[config.mk]
export PLATFORM = sky130hd
export DESIGN_NAME = instr_fetch_controller
export DESIGN_NICKNAME = d
export VERILOG_FILES = /design/src/rtl/instr_fetch_controller.sv
export SDC_FILE = /design/constraint.sdc
export NUM_CORES = 1
export LEC_CHECK = 0
export ABC_AREA = 0
export ABC_CLOCK_PERIOD_IN_PS = 2770
export CELL_PAD_IN_SITES_DETAIL_PLACEMENT = 1
export CELL_PAD_IN_SITES_GLOBAL_PLACEMENT = 2
export CORE_MARGIN = 2
export CORE_UTILIZATION = 28
export CTS_BUF_LIST = sky130_fd_sc_hd__clkbuf_4 sky130_fd_sc_hd__clkbuf_8
export DETAILED_ROUTE_END_ITERATION = 16
export PLACE_DENSITY_LB_ADDON = 0.1
export SYNTH_ARGS = -nofsm -noshare
export SYNTH_HDL_FRONTEND = slang
export SYNTH_SLANG_ARGS = --single-unit
export TNS_END_PERCENT = 10
[constraint.sdc]
create_clock -name clk -period 2.77 [get_ports clk]
set_clock_uncertainty 0.1 [all_clocks]
set_input_delay 0.277 -clock clk [delete_from_list [all_inputs] [get_ports clk]]
set_output_delay 0.277 -clock clk [all_outputs]
set_load 0.01 [all_outputs]
[src/rtl/instr_fetch_controller.sv]
// instr_fetch_controller
//   Sequences a combinational-read, byte-addressed instruction memory. Holds
//   the PC, captures each returned word into a 2-entry FIFO and presents the
//   head to decode with a valid/ready handshake. Handles branch redirects
//   (with queue flush), stops at END_ADDR and faults on misaligned targets.
//
//   state | meaning
//   ------+---------------------------------------------------------------
//   IDLE  | waiting for i_start after reset
//   FETCH | issuing fetches, pushing into the queue
//   DRAIN | program end reached, waiting for the queue to empty
//   DONE  | program finished, o_done high until i_start
//   FAULT | misaligned redirect seen, sticky until reset
//
// Ports:
//   clk, reset                 clock, synchronous active-high reset
//   i_start                    begin fetching from RESET_PC (IDLE/DONE only)
//   o_imem_addr / i_imem_data  instruction memory address / returned word
//   i_redirect_valid/_addr     branch redirect pulse and target
//   o_instr_valid/o_instr/o_instr_pc, i_instr_ready   decode handshake
//   o_busy, o_done, o_fault    status
module instr_fetch_controller #(
  parameter int unsigned byte_W   = 4,
  parameter int unsigned Addr_W   = 8,
  parameter int unsigned RESET_PC = 0,
  parameter int unsigned END_ADDR = 68
) (
  input  logic                  clk,
  input  logic                  reset,
  input  logic                  i_start,
  output logic [Addr_W-1:0]     o_imem_addr,
  input  logic [8*byte_W-1:0]   i_imem_data,
  input  logic                  i_redirect_valid,
  input  logic [Addr_W-1:0]     i_redirect_addr,
  output logic                  o_instr_valid,
  output logic [8*byte_W-1:0]   o_instr,
  output logic [Addr_W-1:0]     o_instr_pc,
  input  logic                  i_instr_ready,
  output logic                  o_busy,
  output logic                  o_done,
  output logic                  o_fault
);

  localparam int unsigned       DATA_W  = 8*byte_W;
  localparam logic [Addr_W-1:0] PC_RST  = Addr_W'(RESET_PC);
  localparam logic [Addr_W:0]   PC_END  = (Addr_W+1)'(END_ADDR);
  localparam logic [Addr_W:0]   PC_STEP = (Addr_W+1)'(byte_W);
  localparam logic [Addr_W-1:0] ALIGN   = Addr_W'(byte_W);

  typedef enum logic [2:0] {
    S_IDLE  = 3'd0,
    S_FETCH = 3'd1,
    S_DRAIN = 3'd2,
    S_DONE  = 3'd3,
    S_FAULT = 3'd4
  } state_e;

  state_e              state_q, state_d;
  logic [Addr_W-1:0]   pc_q, pc_d;
  logic [DATA_W-1:0]   qdata_q [2];
  logic [DATA_W-1:0]   qdata_d [2];
  logic [Addr_W-1:0]   qpc_q   [2];
  logic [Addr_W-1:0]   qpc_d   [2];
  logic [1:0]          cnt_q, cnt_d;

  logic [Addr_W:0]     pc_inc;
  logic [1:0]          cnt_post;
  logic                head_valid, pop, push, flush;
  logic                at_end, misaligned, redir_take;

  assign head_valid = (cnt_q != 2'd0);
  assign pop        = head_valid & i_instr_ready;
  // Full check is made against the occupancy left after this cycle's pop.
  assign cnt_post   = cnt_q - {1'b0, pop};
  // One extra bit so a wrap past the top of memory is seen as program end.
  assign pc_inc     = {1'b0, pc_q} + PC_STEP;
  assign at_end     = pc_inc[Addr_W] | (pc_inc > PC_END);
  assign misaligned = (i_redirect_addr % ALIGN) != '0;
  assign redir_take = i_redirect_valid & ((state_q == S_FETCH) | (state_q == S_DRAIN));

  // State register
  always_ff @(posedge clk) begin
    if (reset) begin
      state_q    <= S_IDLE;
      pc_q       <= PC_RST;
      cnt_q      <= 2'd0;
      qdata_q[0] <= '0;
      qdata_q[1] <= '0;
      qpc_q[0]   <= '0;
      qpc_q[1]   <= '0;
    end else begin
      state_q    <= state_d;
      pc_q       <= pc_d;
      cnt_q      <= cnt_d;
      qdata_q    <= qdata_d;
      qpc_q      <= qpc_d;
    end
  end

  // Next-state and fetch control
  always_comb begin
    state_d = state_q;
    pc_d    = pc_q;
    push    = 1'b0;
    flush   = 1'b0;
    case (state_q)
      S_IDLE, S_DONE: begin
        if (i_start) begin
          state_d = S_FETCH;
          pc_d    = PC_RST;
        end
      end
      S_FETCH, S_DRAIN: begin
        if (redir_take) begin
          // A head accepted this cycle still completes; everything else goes.
          flush = 1'b1;
          if (misaligned) begin
            state_d = S_FAULT;
          end else begin
            state_d = S_FETCH;
            pc_d    = i_redirect_addr;
          end
        end else if (state_q == S_FETCH) begin
          if (at_end) begin
            state_d = S_DRAIN;
          end else if (cnt_post != 2'd2) begin
            push = 1'b1;
            pc_d = pc_inc[Addr_W-1:0];
          end
        end else if (!head_valid) begin
          state_d = S_DONE;
        end
      end
      S_FAULT: state_d = S_FAULT;
      default: state_d = S_IDLE;
    endcase
  end

  // Fetch queue: pop shifts entry 1 to the head, push lands behind survivors.
  always_comb begin
    cnt_d   = cnt_post;
    qdata_d = qdata_q;
    qpc_d   = qpc_q;
    if (pop) begin
      qdata_d[0] = qdata_q[1];
      qpc_d[0]   = qpc_q[1];
    end
    if (flush) begin
      cnt_d = 2'd0;
    end
    if (push) begin
      if (cnt_d == 2'd0) begin
        qdata_d[0] = i_imem_data;
        qpc_d[0]   = pc_q;
      end else begin
        qdata_d[1] = i_imem_data;
        qpc_d[1]   = pc_q;
      end
      cnt_d = cnt_d + 2'd1;
    end
  end

  // Outputs
  always_comb begin
    o_imem_addr   = pc_q;
    o_instr_valid = head_valid;
    o_instr       = head_valid ? qdata_q[0] : '0;
    o_instr_pc    = head_valid ? qpc_q[0]   : '0;
    o_busy        = (state_q == S_FETCH) | (state_q == S_DRAIN);
    o_done        = (state_q == S_DONE);
    o_fault       = (state_q == S_FAULT);
  end

endmodule

==> run summary <==
The run finished with clean final reports. The highest ir drop seen on vdd came out at 0.213 mV. Of the total synthesized cell area, the portion taken by XOR and XNOR cells is 0.00751. The part of the total power dissipated in the clock network came out at 0.268. The deepest level of the CTS H-tree is 3. The total of cells resized after clock tree synthesis came out at 0. The first global-routing pass estimated 20,800 µm of wire.

Of the total synthesized cell area, the portion taken by AND, OR, NAND and NOR gates is 0.201. The signal on the critical path passes through inv_1 -> ha_1 -> and2b_4 -> o221ai_2 -> a311o_1 -> a221o_1 -> or4_4 -> o32ai_1. The first detailed-routing pass took 3 iterations. The top cell types in the final layout, fill and taps aside, are sky130_fd_sc_hd__clkdlybuf4s50_1, sky130_fd_sc_hd__dfxtp_1, sky130_fd_sc_hd__nor2_1. Counting distinct cell types in the post-synthesis netlist gives 55. The relative max-transition margin came out at 0.393. The number of synthesized flops with an enable pin came out at 0. In this run the power spent charging and discharging nets is roughly 1.1 mW. The total count of max-transition violations in the final report came out at 0.

STA classifies the critical path endpoint as a flip-flop. The post-detailed-route DRC marker count came out at 0. Grouping stages by cell kind, the critical path spends the most delay in compound AO/OA/AOI/OAI gates. The leakage power came out at about 2.7 nW. The share of the synthesized area in the top cell type came out at 0.414. Fill cells in the final layout number approximately 1,800.

The insertion delay of the later-clocked pin in the worst-skew pair is around 0.36 ns. TritonCTS built the clock tree. Measured along the y axis, the die boundary spans 131 µm. Across all register-to-register paths, the minimum setup slack is 0.14 ns.

Based on the critical path, the design can be clocked at up to 0.380 GHz. The number of maximum-capacitance constraint violations is 0. The total power density per cell area came out at 553 nW/µm². The number of sinks on the clock net came out at slightly above 90.

The clock transition at the registers of the reported paths came out at 0.09 ns. The number of placement rows came out at 46. The smallest setup slack after layout came out at 0.135 ns. The total die area came out at 17,100 µm².

The synthesized design spends more area on one cell type than any other, namely sky130_fd_sc_hd__dfxtp_1. The worst slack at placement came out at -0.0593 ns. The sequential area share after synthesis came out at 0.414. The DRC marker count from the first detailed-route iteration is about 100. The path class of the lowest-slack min-delay path is reg2reg. In the final routed layout, each cell accounts on average for around 16 µm.

The total via count after detailed routing is 3,897. The fraction of the mapped netlist area in adder cells came out at 0.0111. Of the total power, the share spent switching nets is 0.326.

The largest family of logic cells by synthesized area is simple AND/OR/NAND/NOR gates. The area growth from synthesis to layout is 33.8%. Synthesis produced a netlist whose cell count is 497. The routed design could run at a clock period as short as roughly 2.6 ns. The worst setup path is of the reg2reg kind. Once placement finished, the instance area stood at 5800 µm². The number of antenna violations at the first check in global routing came out at 0. In this run the remaining antenna-violating nets after routing total 0.

In the synthesized netlist the dominant register cell turns out to be sky130_fd_sc_hd__dfxtp_1. The sequential power share is 0.443. Clock tree synthesis inserted a total of 9 buffers.

At the worst endpoint, the required time is approximately 2.9 ns. The buffers plus inverters on the worst setup path came out at 1. For this design the top-level I/O count stands at 97. The final RePlAce weighted congestion is about 0.74. The synthesized design contains 93 register bits. The data arrival time of the critical path came out at 2.81 ns. The post-layout net count is between 600 and 700. The vias per cell is around 4.8. The number of global-route vias before repair came out at 4,095. The share of cell area taken by muxes after synthesis came out at 0.181. During synthesis, Yosys emitted a total of 0 warnings.

The initial core utilization is 0.285. The layout cell share with drive strength beyond 1 is 0.0980. The post-detailed-routing wire length came out at 13,200 µm. The half-perimeter wire length after placement is 9060 µm. The core utilization of the finished layout is 0.382. Summing internal, switching and leakage power gives between 3 and 4 mW.

Of all nets on the critical path, the largest fanout is 4. The type of origin of the critical path is a flip-flop. The internal power of the cells is ~2.2 mW. Setup violations remaining at the end of the flow were counted as 0.

0 antenna diodes ended up in the layout. The overall global routing resource usage came out at 0.157. The buffer cell driving the clock tree root is sky130_fd_sc_hd__clkbuf_8.

Global routing finished with a remaining overflow of 0. Counting along the longest clock path gives a buffer depth of 2. The final cycle utilization of the critical path is 0.951. The net count of the mapped netlist is 546.

The final number of hold-violating endpoints came to 0. The setup TNS after final layout is 0 ns. Leaving out fill and tap cells, the most frequent cell in the layout is sky130_fd_sc_hd__clkdlybuf4s50_1.

In this run the tool buffered the top-level ports with 96 buffer cells. The combinational group share of total power came out at 0.289. The synthesized area per cell came out at roughly 9.1 µm². The horizontal extent of the die came out at 131 µm. The slew at the pin closest to its max-slew limit is 0.910 ns. The count of hold buffers inserted by post-cts repair came out at 0. In this run the cell area of the synthesized design comes to 4500 µm². The placeable core region is about 16,000 µm². Entering global routing, the biggest net connects 46 pins.

After routing the design area is 6020 µm². Sorting the synthesized cells by area gives the leading types as sky130_fd_sc_hd__dfxtp_1, sky130_fd_sc_hd__mux2i_1, sky130_fd_sc_hd__nor2_1. The cell with the largest stage delay on the worst path is sky130_fd_sc_hd__or4_4.

For this run, the slowest stage of the critical path takes between 0.4 and 0.5 ns. The compound-gate portion of the synthesized area came out at 0.137. The post-CTS setup-driven buffer insertion count came out at 0. The share of async-settable or async-resettable flops after synthesis came out at 0.
## state kept, by name (all words and copies together) (netlist names)
name / cells
o_imem_addr: 8
cnt_q: 2
state_q: 3
qdata_q: 64
qpc_q: 16
## kinds of logic after synthesis
group                    count (synthesis)
flip-flops                              93
multiplexers                            81
buffers and inverters                   51
AO/OA/AOI/OAI                           85
adder cells (fa/ha/maj)                  4
XOR/XNOR                                 3
AND/OR/NAND/NOR                        180
## synth_stat cells (2+ instances only)
cell,number
sky130_fd_sc_hd__nand3_1,4
sky130_fd_sc_hd__or3_1,2
sky130_fd_sc_hd__a21oi_1,12
sky130_fd_sc_hd__clkbuf_1,27
sky130_fd_sc_hd__a31oi_1,2
sky130_fd_sc_hd__ha_1,4
sky130_fd_sc_hd__or2_2,2
sky130_fd_sc_hd__o2111a_1,2
sky130_fd_sc_hd__o21bai_1,2
sky130_fd_sc_hd__o211ai_1,3
sky130_fd_sc_hd__nand2b_1,2
sky130_fd_sc_hd__buf_2,11
sky130_fd_sc_hd__o21ai_1,3
sky130_fd_sc_hd__xor2_1,2
sky130_fd_sc_hd__a21o_1,3
sky130_fd_sc_hd__buf_4,2
sky130_fd_sc_hd__nand2_1,12
sky130_fd_sc_hd__nor2_1,91
sky130_fd_sc_hd__nor3_1,7
sky130_fd_sc_hd__and2_1,41
sky130_fd_sc_hd__o32ai_1,2
sky130_fd_sc_hd__o21ai_0,6
sky130_fd_sc_hd__dfxtp_1,93
sky130_fd_sc_hd__nor4_1,2
sky130_fd_sc_hd__nand3b_1,2
sky130_fd_sc_hd__a211oi_1,38
sky130_fd_sc_hd__and3b_1,2
sky130_fd_sc_hd__inv_1,10
sky130_fd_sc_hd__or4_1,2
sky130_fd_sc_hd__nor2b_1,2
sky130_fd_sc_hd__mux2i_1,80
## power by group through the flow
stage,Clock [mW],Combinational [mW],Sequential [mW]
global placement,0,0.939,1.50
detailed placement,0,0.953,1.50
floorplan,0,0.603,1.49
global route,0.992,1.05,1.49
finish,0.890,0.961,1.47
CTS,0.934,0.957,1.47
## layer usage
metal,GRT usage,vias up,share of wire
li1,-,1910,-
met1,0.197,1908,0.46
met2,0.268,63,0.49
met3,0.0273,16,0.030
met4,0.0601,0,0.018
met5,0,-,0
## final timing paths
path / cells after the start / from / endpoint
worst max-delay path: 8 / o_imem_addr[2] / o_imem_addr[5]
worst min-delay path: 2 / qpc_q[4] / qpc_q[4]
worst max register to register: 8 / o_imem_addr[2] / o_imem_addr[5]
worst min register to register: 2 / qpc_q[4] / qpc_q[4]
## through the flow
| step | hold slack (ns) | instances |
|---|---|---|
| 2_1_floorplan | 0.321 | 497 |
| 3_3_place_gp | 0.373 | 792 |
| 3_5_place_dp | 0.387 | 792 |
| 4_1_cts | 0.406 | 808 |
| 5_1_grt | 0.421 | 808 |
| 6_report | 0.400 | 808 |
## tightest hold or removal path: stages (launching register included)
cell and delay, ns:
sky130_fd_sc_hd__dfxtp_1 0.33, sky130_fd_sc_hd__mux2i_1 0.07, sky130_fd_sc_hd__nor2_1 0.07
## final cells by class
class                   instances  area [µm²]  share of cell area
clock buffers                  12         159              0.0264
clock inverters                 4        31.3             0.00520
inverters                      10        37.5             0.00624
multi-input cells             353        2470               0.410
flip-flops and latches         93        1860               0.309
well taps                     216         270              0.0449
repair buffers                120        1190               0.198
(Power assumes the default switching activity.)
